### src/rtl/dio_burst_pkg.sv
// dio_burst_pkg: shared state encoding and default widths for the DIO burst sequencer
package dio_burst_pkg;
  localparam int CNT_W_DEF = 16;
  localparam int OVR_W_DEF = 8;
  typedef enum logic [1:0] {IDLE = 2'd0, ARMED = 2'd1, HIGH = 2'd2, LOW = 2'd3} state_t;
endpackage

### src/rtl/trig_sync_edge.sv
// trig_sync_edge: 2-FF synchronizer plus registered rising-edge strobe for an async trigger
module trig_sync_edge (
  input  logic clk,
  input  logic reset,
  input  logic trig_in,
  output logic rise
);
  logic s1, s2, s3;
  always_ff @(posedge clk) begin
    if (reset) begin
      {s1, s2, s3, rise} <= '0;
    end else begin
      s1 <= trig_in;
      s2 <= s1;
      s3 <= s2;
      rise <= s2 & ~s3;
    end
  end
endmodule

### src/rtl/dio_burst_sequencer.sv
// dio_burst_sequencer: tick-timed burst of N pulses on a DIO pin, started by a trigger edge
module dio_burst_sequencer
  import dio_burst_pkg::*;
#(
  parameter int CNT_W = CNT_W_DEF,
  parameter int OVR_W = OVR_W_DEF
) (
  input  logic             clk,
  input  logic             reset,
  input  logic             tick,
  input  logic             trig_in,
  input  logic             enable,
  input  logic [CNT_W-1:0] n_pulses,
  input  logic [CNT_W-1:0] high_ticks,
  input  logic [CNT_W-1:0] low_ticks,
  output logic             pulse_out,
  output logic             busy,
  output logic             done,
  output logic [CNT_W-1:0] pulse_idx,
  output logic [OVR_W-1:0] overrun_cnt
);
  state_t state;
  logic [CNT_W-1:0] n_l, h_l, l_l, phase;
  logic rise;

  function automatic logic [CNT_W-1:0] nz(input logic [CNT_W-1:0] v);
    return (v == '0) ? CNT_W'(1) : v;
  endfunction

  trig_sync_edge u_sync (.clk(clk), .reset(reset), .trig_in(trig_in), .rise(rise));

  assign busy = (state != IDLE);

  always_ff @(posedge clk) begin
    if (reset) begin
      state <= IDLE;
      n_l <= '0;
      h_l <= '0;
      l_l <= '0;
      phase <= '0;
      pulse_out <= 1'b0;
      done <= 1'b0;
      pulse_idx <= '0;
      overrun_cnt <= '0;
    end else begin
      done <= 1'b0;
      if (rise && busy && overrun_cnt != '1) overrun_cnt <= overrun_cnt + 1'b1;
      // abort wins over any tick-driven transition in the same cycle
      if (busy && !enable) begin
        state <= IDLE;
        pulse_out <= 1'b0;
      end else begin
        case (state)
          IDLE: if (rise && enable) begin
            state <= ARMED;
            n_l <= n_pulses;
            h_l <= nz(high_ticks);
            l_l <= nz(low_ticks);
            pulse_idx <= '0;
          end
          ARMED: if (tick) begin
            state <= HIGH;
            phase <= h_l;
            pulse_out <= 1'b1;
          end
          HIGH: if (tick) begin
            if (phase == CNT_W'(1)) begin
              state <= LOW;
              phase <= l_l;
              pulse_idx <= pulse_idx + 1'b1;
              pulse_out <= 1'b0;
            end else phase <= phase - 1'b1;
          end
          LOW: if (tick) begin
            if (phase == CNT_W'(1)) begin
              if (n_l != '0 && pulse_idx == n_l) begin
                state <= IDLE;
                done <= 1'b1;
              end else begin
                state <= HIGH;
                phase <= h_l;
                pulse_out <= 1'b1;
              end
            end else phase <= phase - 1'b1;
          end
        endcase
      end
    end
  end
endmodule

### config.mk
export PLATFORM = sky130hd
export DESIGN_NAME = dio_burst_sequencer
export DESIGN_NICKNAME = d
export VERILOG_FILES = /design/src/rtl/dio_burst_pkg.sv /design/src/rtl/trig_sync_edge.sv /design/src/rtl/dio_burst_sequencer.sv
export SDC_FILE = /design/constraint.sdc
export NUM_CORES = 1
export LEC_CHECK = 0
export CORE_ASPECT_RATIO = 0.6
export CORE_MARGIN = 2
export CORE_UTILIZATION = 25
export CTS_CLUSTER_DIAMETER = 60
export CTS_CLUSTER_SIZE = 14
export DETAILED_ROUTE_END_ITERATION = 8
export PLACE_DENSITY = 0.4
export SETUP_SLACK_MARGIN = 0.4
export SYNTH_ARGS = -nofsm -noshare
export SYNTH_HDL_FRONTEND = slang
export SYNTH_SLANG_ARGS = --single-unit
### constraint.sdc
create_clock -name clk -period 4 [get_ports clk]
set_input_delay 0.6 -clock clk [delete_from_list [all_inputs] [get_ports clk]]
set_output_delay 0.6 -clock clk [all_outputs]
set_load 0.02 [all_outputs]
### After elaboration in Yosys (flattened, before gate mapping)

Cells that the tools add are included.
Widths: inputs -> output; s select.

| storage, ports and cells | value |
|---|---|
| register bits | 96 |
| input bits | 53 |
| logic and storage cells | 85 |

| operators by class | value |
|---|---|
| add/sub/neg operators | 3 |
| equality and inequality tests | 14 |
| muxes and demuxes | 29 |
| bitwise logic cells | 6 |
| reductions and logical operators | 20 |

Operators by type and width:

| operator | number |
|---|---|
| $mux 16 | 11 |
| $pmux 16 s3 | 1 |
| $logic_not 16->1 | 2 |
| $pmux 16 s2 | 1 |
| $add 16x1->16 const B | 1 |
| $eq 16x1->1 const B | 1 |
| $eq 16x16->1 | 1 |
| $reduce_bool 16->1 | 1 |
| $sub 16x1->16 const B | 1 |
| $mux 2 | 7 |
| $ne 2x2->1 const B | 7 |
| $reduce_and 6->1 | 2 |
| $add 8x1->8 const B | 1 |
| $ne 8x8->1 const B | 1 |
| $pmux 2 s4 | 1 |
| $mux 1 | 7 |
| $reduce_and 7->1 | 1 |
| $logic_and 1x1->1 | 5 |
| $not 1->1 | 5 |
| $reduce_and 5->1 | 1 |
| $reduce_or 5->1 | 1 |
| $eq 2x2->1 const B | 2 |
| $reduce_bool 2->1 | 2 |
| $ne 3x3->1 const B | 1 |
| 8 further kinds | 8 |

### Longest topological paths before layout

| depth | value |
|---|---|
| depth in word-level cells | 6 |
| gate-level depth with buffers | 10 |
| depth with buffers taken out | 7 |

### Cells and area by module

Synthesis repeated with hierarchy kept, for this count alone.

| second synthesis, totals | value |
|---|---|
| cells, all modules | 536 |
| area total of the unflattened synthesis | 4588.2 µm² |

By module, submodules not included:

| module | times used | cells each | area an instance (µm²) | seq. area each (µm²) |
|---|---|---|---|---|
| dio_burst_sequencer | 1 | 528 | 4476.8 | 1841.8 |
| trig_sync_edge | 1 | 8 | 111.4 | 80.1 |

### Least setup slack after synthesis

No wires, ideal clock.

| timing | value |
|---|---|
| path kind | reg-to-reg |
| from | register pulse_idx[10] |
| to | register phase[0] |
| arrival time | 2.071 ns |
| slack | 1.858 ns |
| stages on the path, launching flop included | 8 |
| path buffers | 2 |
| path through | dfxtp_1 xnor2_1 nand4_1 or4_1 clkbuf_1 o21ai_1 buf_2 mux2i_1 |

| between the ends | value |
|---|---|
| word-level cells in the longest chain between the ends | 4 |

RTL lines:

| item | RTL line | text |
|---|---|---|
| start: declaration | dio_burst_sequencer.sv:19 | `output logic [CNT_W-1:0] pulse_idx,` |
| start signal: assignment | dio_burst_sequencer.sv:70 | `pulse_idx <= pulse_idx + 1'b1;` |
| $eq 16x16->1 | dio_burst_sequencer.sv:76 | `if (n_l != '0 && pulse_idx == n_l) begin` |
| $logic_and 1x1->1 | dio_burst_sequencer.sv:76 |  |
| $ne 3x3->1 (no source line) | - |  |
| $reduce_and 6->1 (no source line) | - |  |
| end signal: assignment | dio_burst_sequencer.sv:72 | `end else phase <= phase - 1'b1;` |
| end signal: assignment | dio_burst_sequencer.sv:81 | `phase <= h_l;` |
| end signal: assignment | dio_burst_sequencer.sv:84 | `end else phase <= phase - 1'b1;` |
| end: declaration | dio_burst_sequencer.sv:23 | `logic [CNT_W-1:0] n_l, h_l, l_l, phase;` |

Every way passes these cells.
A chain may end at the register's enable or synchronous reset.

### Final worst setup path

| timing | value |
|---|---|
| from | register state[1] |
| to | register phase[10] |

| between the ends | value |
|---|---|
| word-level cells in the longest chain between the ends | 4 |

RTL lines:

| item | RTL line | text |
|---|---|---|
| start: declaration | dio_burst_sequencer.sv:22 | `state_t state;` |
| start signal: assignment | dio_burst_sequencer.sv:36 | `state <= IDLE;` |
| start signal: assignment | dio_burst_sequencer.sv:50 | `state <= IDLE;` |
| start signal: assignment | dio_burst_sequencer.sv:55 | `state <= ARMED;` |
| branches (longest 4 deep; another with $reduce_and 6->1) | - |  |
| end signal: assignment | dio_burst_sequencer.sv:63 | `phase <= h_l;` |
| end signal: assignment | dio_burst_sequencer.sv:69 | `phase <= l_l;` |
| end signal: assignment | dio_burst_sequencer.sv:72 |  |

Several ways; the timed one is not identified.

==> run_results.csv <==
group,metric,value,unit
outcome,status,"finished clean",
synth,yosys.area.top_type_share,39.18,%
global_routing,grt_antenna_before_repair,0,
global_routing,grt_first_pass_wirelength,27680,um
timing,relSlewSlack,36.71,%
pwr,power_leakage,2.155,nW
final_layout,seqCellArea,1922,um^2
clock_network,clockBufferDepth,2,
clock_network,clockRootBuffer,"clkbuf_16",
placed_design,pre_cts_ws,1083,ps
clock_network,cts-buffers-inserted,9,
synth,ys_seq_area_share,39.18,%
synth,synth_warnings,0,
clock_network,cts_resized,0,
final_layout,layout-area-overhead-vs-synth,27.55,%
pwr,finalPower,2.015,mW
final_layout,nets,710,
final_layout,multiInputGateArea,2789,um^2
timing,fin_ws,1353,ps
global_routing,first_global_vias,4512,
clock_network,cts_num_sinks,96,
placed_design,gp_congestion,0.8341,
synth,async_flop_share,0,%
die,coreArea,19130,um^2
global_routing,grt_max_degree,38,
placed_design,numPortBuffers,79,
flow_run,max-cap-violations,0,
die,die_h,112.5,um
synth,synthCells,590,
timing,fmax,377.8,MHz
route,first_pass_iters,5,
timing,whs,393.6,ps
placed_design,hpwl,13380,um
hold_path,hold_path.class,"flip-flop to flip-flop",
synth,synth.largest_area_cell,"dfxtp_1",
die,fp.dieW,184.8,um
clock_network,clk_pin_slew,70,ps
critical_path,rr_worst_depth,6,
critical_path,endpoint_kind,"flip-flop",
pwr,power_density,322.1,nW/um^2
critical_path,crit_arrival,2930,ps
critical_path,crit_path_start,"state[1]",
clock_network,clock_latency,360,ps
route,drc,0,
critical_path,start_kind,"flip-flop",
route,vias_per_cell,5.195,
die,start_util,25.64,%
clock_network,cts_tree,"yes",
timing,skew,6.284,ps
critical_path,path_class,"flip-flop to flip-flop",
synth,ys_ff_latch,96,
die,die_area,20790,um^2
die,ios,80,
synth,syn_nets,647,
global_routing,gr-usage-all-layers,17.77,%
synth,synth_area_per_cell,8.313,um^2
timing,layout_min_cycle_time,2647,ps
synth,synth-main-ff-cell,"dfxtp_1",
global_routing,grt_overflow_total,0,
critical_path,worstPathRequired,4290,ps
synth,yosysUniqueCellTypes,63,
final_layout,diodes,0,
pwr,peakVddDrop,186.9,uV
hold_path,worstHoldStart,"u_sync.s3",
final_layout,fillCellCount,2058,
route,vias,4800,
synth,synthTopCellsByArea,"dfxtp_1 (39%), nand2_1 (6.6%), a21oi_1 (5.2%), xnor2_1 (3.8%), mux2i_1 (3.5%)",
timing,rsz0062_at_grt,"no",
timing,setup_viol,0,
die,rows,39,
hold_path,worstHoldPathCells,1,
clock_network,htree_levels,3,
route,wirelength,17920,um
critical_path,timing.rr.start,"state[1]",
clock_network,cts_setup_buffers,0,
route,wl_per_cell,19.39,um
timing,hold_viol,0,
critical_path,crit_fanout,18,
route,ant_nets,0,
final_layout,drive_gt1_share,6.079,%
timing,drv_slew,0,
timing,worst_slew_pin_slew,949.3,ps
synth,synth_edf_count,0,
synth,syn_area,4905,um^2
timing,setup_tns,0,ps
timing,period_share,66.17,%
route,drt_iter0_markers,398,
clock_network,cts_hold_buf,0,
final_layout,fin_util,32.71,%
-- metal layers --
| metal | share of wire (%) | global-route usage [%] | wire [um] |
|---|---|---|---|
| met5 | 0 | 0 | 0 |
| met4 | 1.0 | 4.444 | 180 |
| met3 | 6.8 | 3.796 | 1210 |
| met2 | 35 | 20.30 | 6256 |
| met1 | 57 | 30.84 | 10270 |
-- layout by cell type (no fill, tap or decap), drive strengths merged, types with 4 or more instances in the layout --
cell / netlist / final
a21oi: 52 / 52
a22o: 19 / 19
a31oi: 4 / 4
and3: 6 / 6
and4: 6 / 6
buf: 9 / 13
clkbuf: 30 / 10
clkdlybuf4s50: 0 / 78
dfxtp: 96 / 96
ha: 4 / 4
inv: 9 / 13
mux2i: 17 / 17
nand2: 86 / 86
nand3: 21 / 21
nand4: 18 / 18
nand4b: 6 / 6
nor2: 29 / 29
nor2b: 5 / 5
nor3: 18 / 18
nor4: 18 / 18
o2111ai: 5 / 5
o211ai: 5 / 5
o21ai: 21 / 21
o221ai: 5 / 5
o31ai: 7 / 7
or3: 17 / 17
or4: 9 / 9
xnor2: 21 / 21
xor2: 6 / 6
-- cells in the mapped netlist (16+ instances only) --
cell / number
a21oi_1: 51
o21ai_0: 19
nand2_1: 86
nor3_1: 18
dfxtp_1: 96
nor4_1: 16
mux2i_1: 17
nor2_1: 29
xnor2_1: 21
a22o_1: 19
clkbuf_1: 29
nand4_1: 18
nand3_1: 21
or3_1: 17
-- worst paths after layout --
check	end	slack, ps
setup / recovery	phase[10]	1350
hold / removal	u_sync.rise	390
setup reg to reg	phase[10]	1350
hold reg to reg	u_sync.rise	390
-- through the flow --
step	std cells	cell area, um^2
3_3_place_gp	908	5957
6_report	924	6256
5_1_grt	924	6256
3_5_place_dp	908	5957
2_1_floorplan	590	4905
4_1_cts	924	6256
-- registers in the layout, summed over array words and instances (netlist names) --
name	count
h_l	16
l_l	16
n_l	16
phase	16
pulse_idx	16
overrun_cnt	8
state	2
done	1
pulse_out	1
u_sync.rise	1
u_sync.s1	1
u_sync.s2	1
u_sync.s3	1
-- kinds of logic after synthesis --
| family | synth area share (%) |
|---|---|
| xor+xnor | 4.821 |
| buf+inv | 4.260 |
| compound gates | 19.54 |
| mux | 3.469 |
| simple gates | 27.70 |
| fa+ha+maj | 1.020 |
| flops | 39.18 |
-- power by group --
group          internal, mW  total [mW]  leakage [nW]  switching (mW)
clock network         0.455       0.890         0.147           0.434
logic                0.0715       0.152          1.23          0.0802
registers             0.963       0.974         0.774          0.0105
total                  1.49        2.02          2.16           0.525
-- area by class of cell --
type	count	share of cell area, %
flip-flops and latches	96	30.72
repair buffers	91	14.00
well taps	266	5.320
multi-input cells	445	44.58
clock buffers	10	3.820
inverters	10	0.6000
clock inverters	6	0.9600
-- worst max-delay path, cell delays in order, from the launching register on --
cell and delay (ps):
dfxtp_1 620, buf_4 340, nand3_1 160, or4_1 770, o21ai_1 210, buf_4 260
mux2i_1 210
No activity file was read; power rests on OpenSTA's default activity.
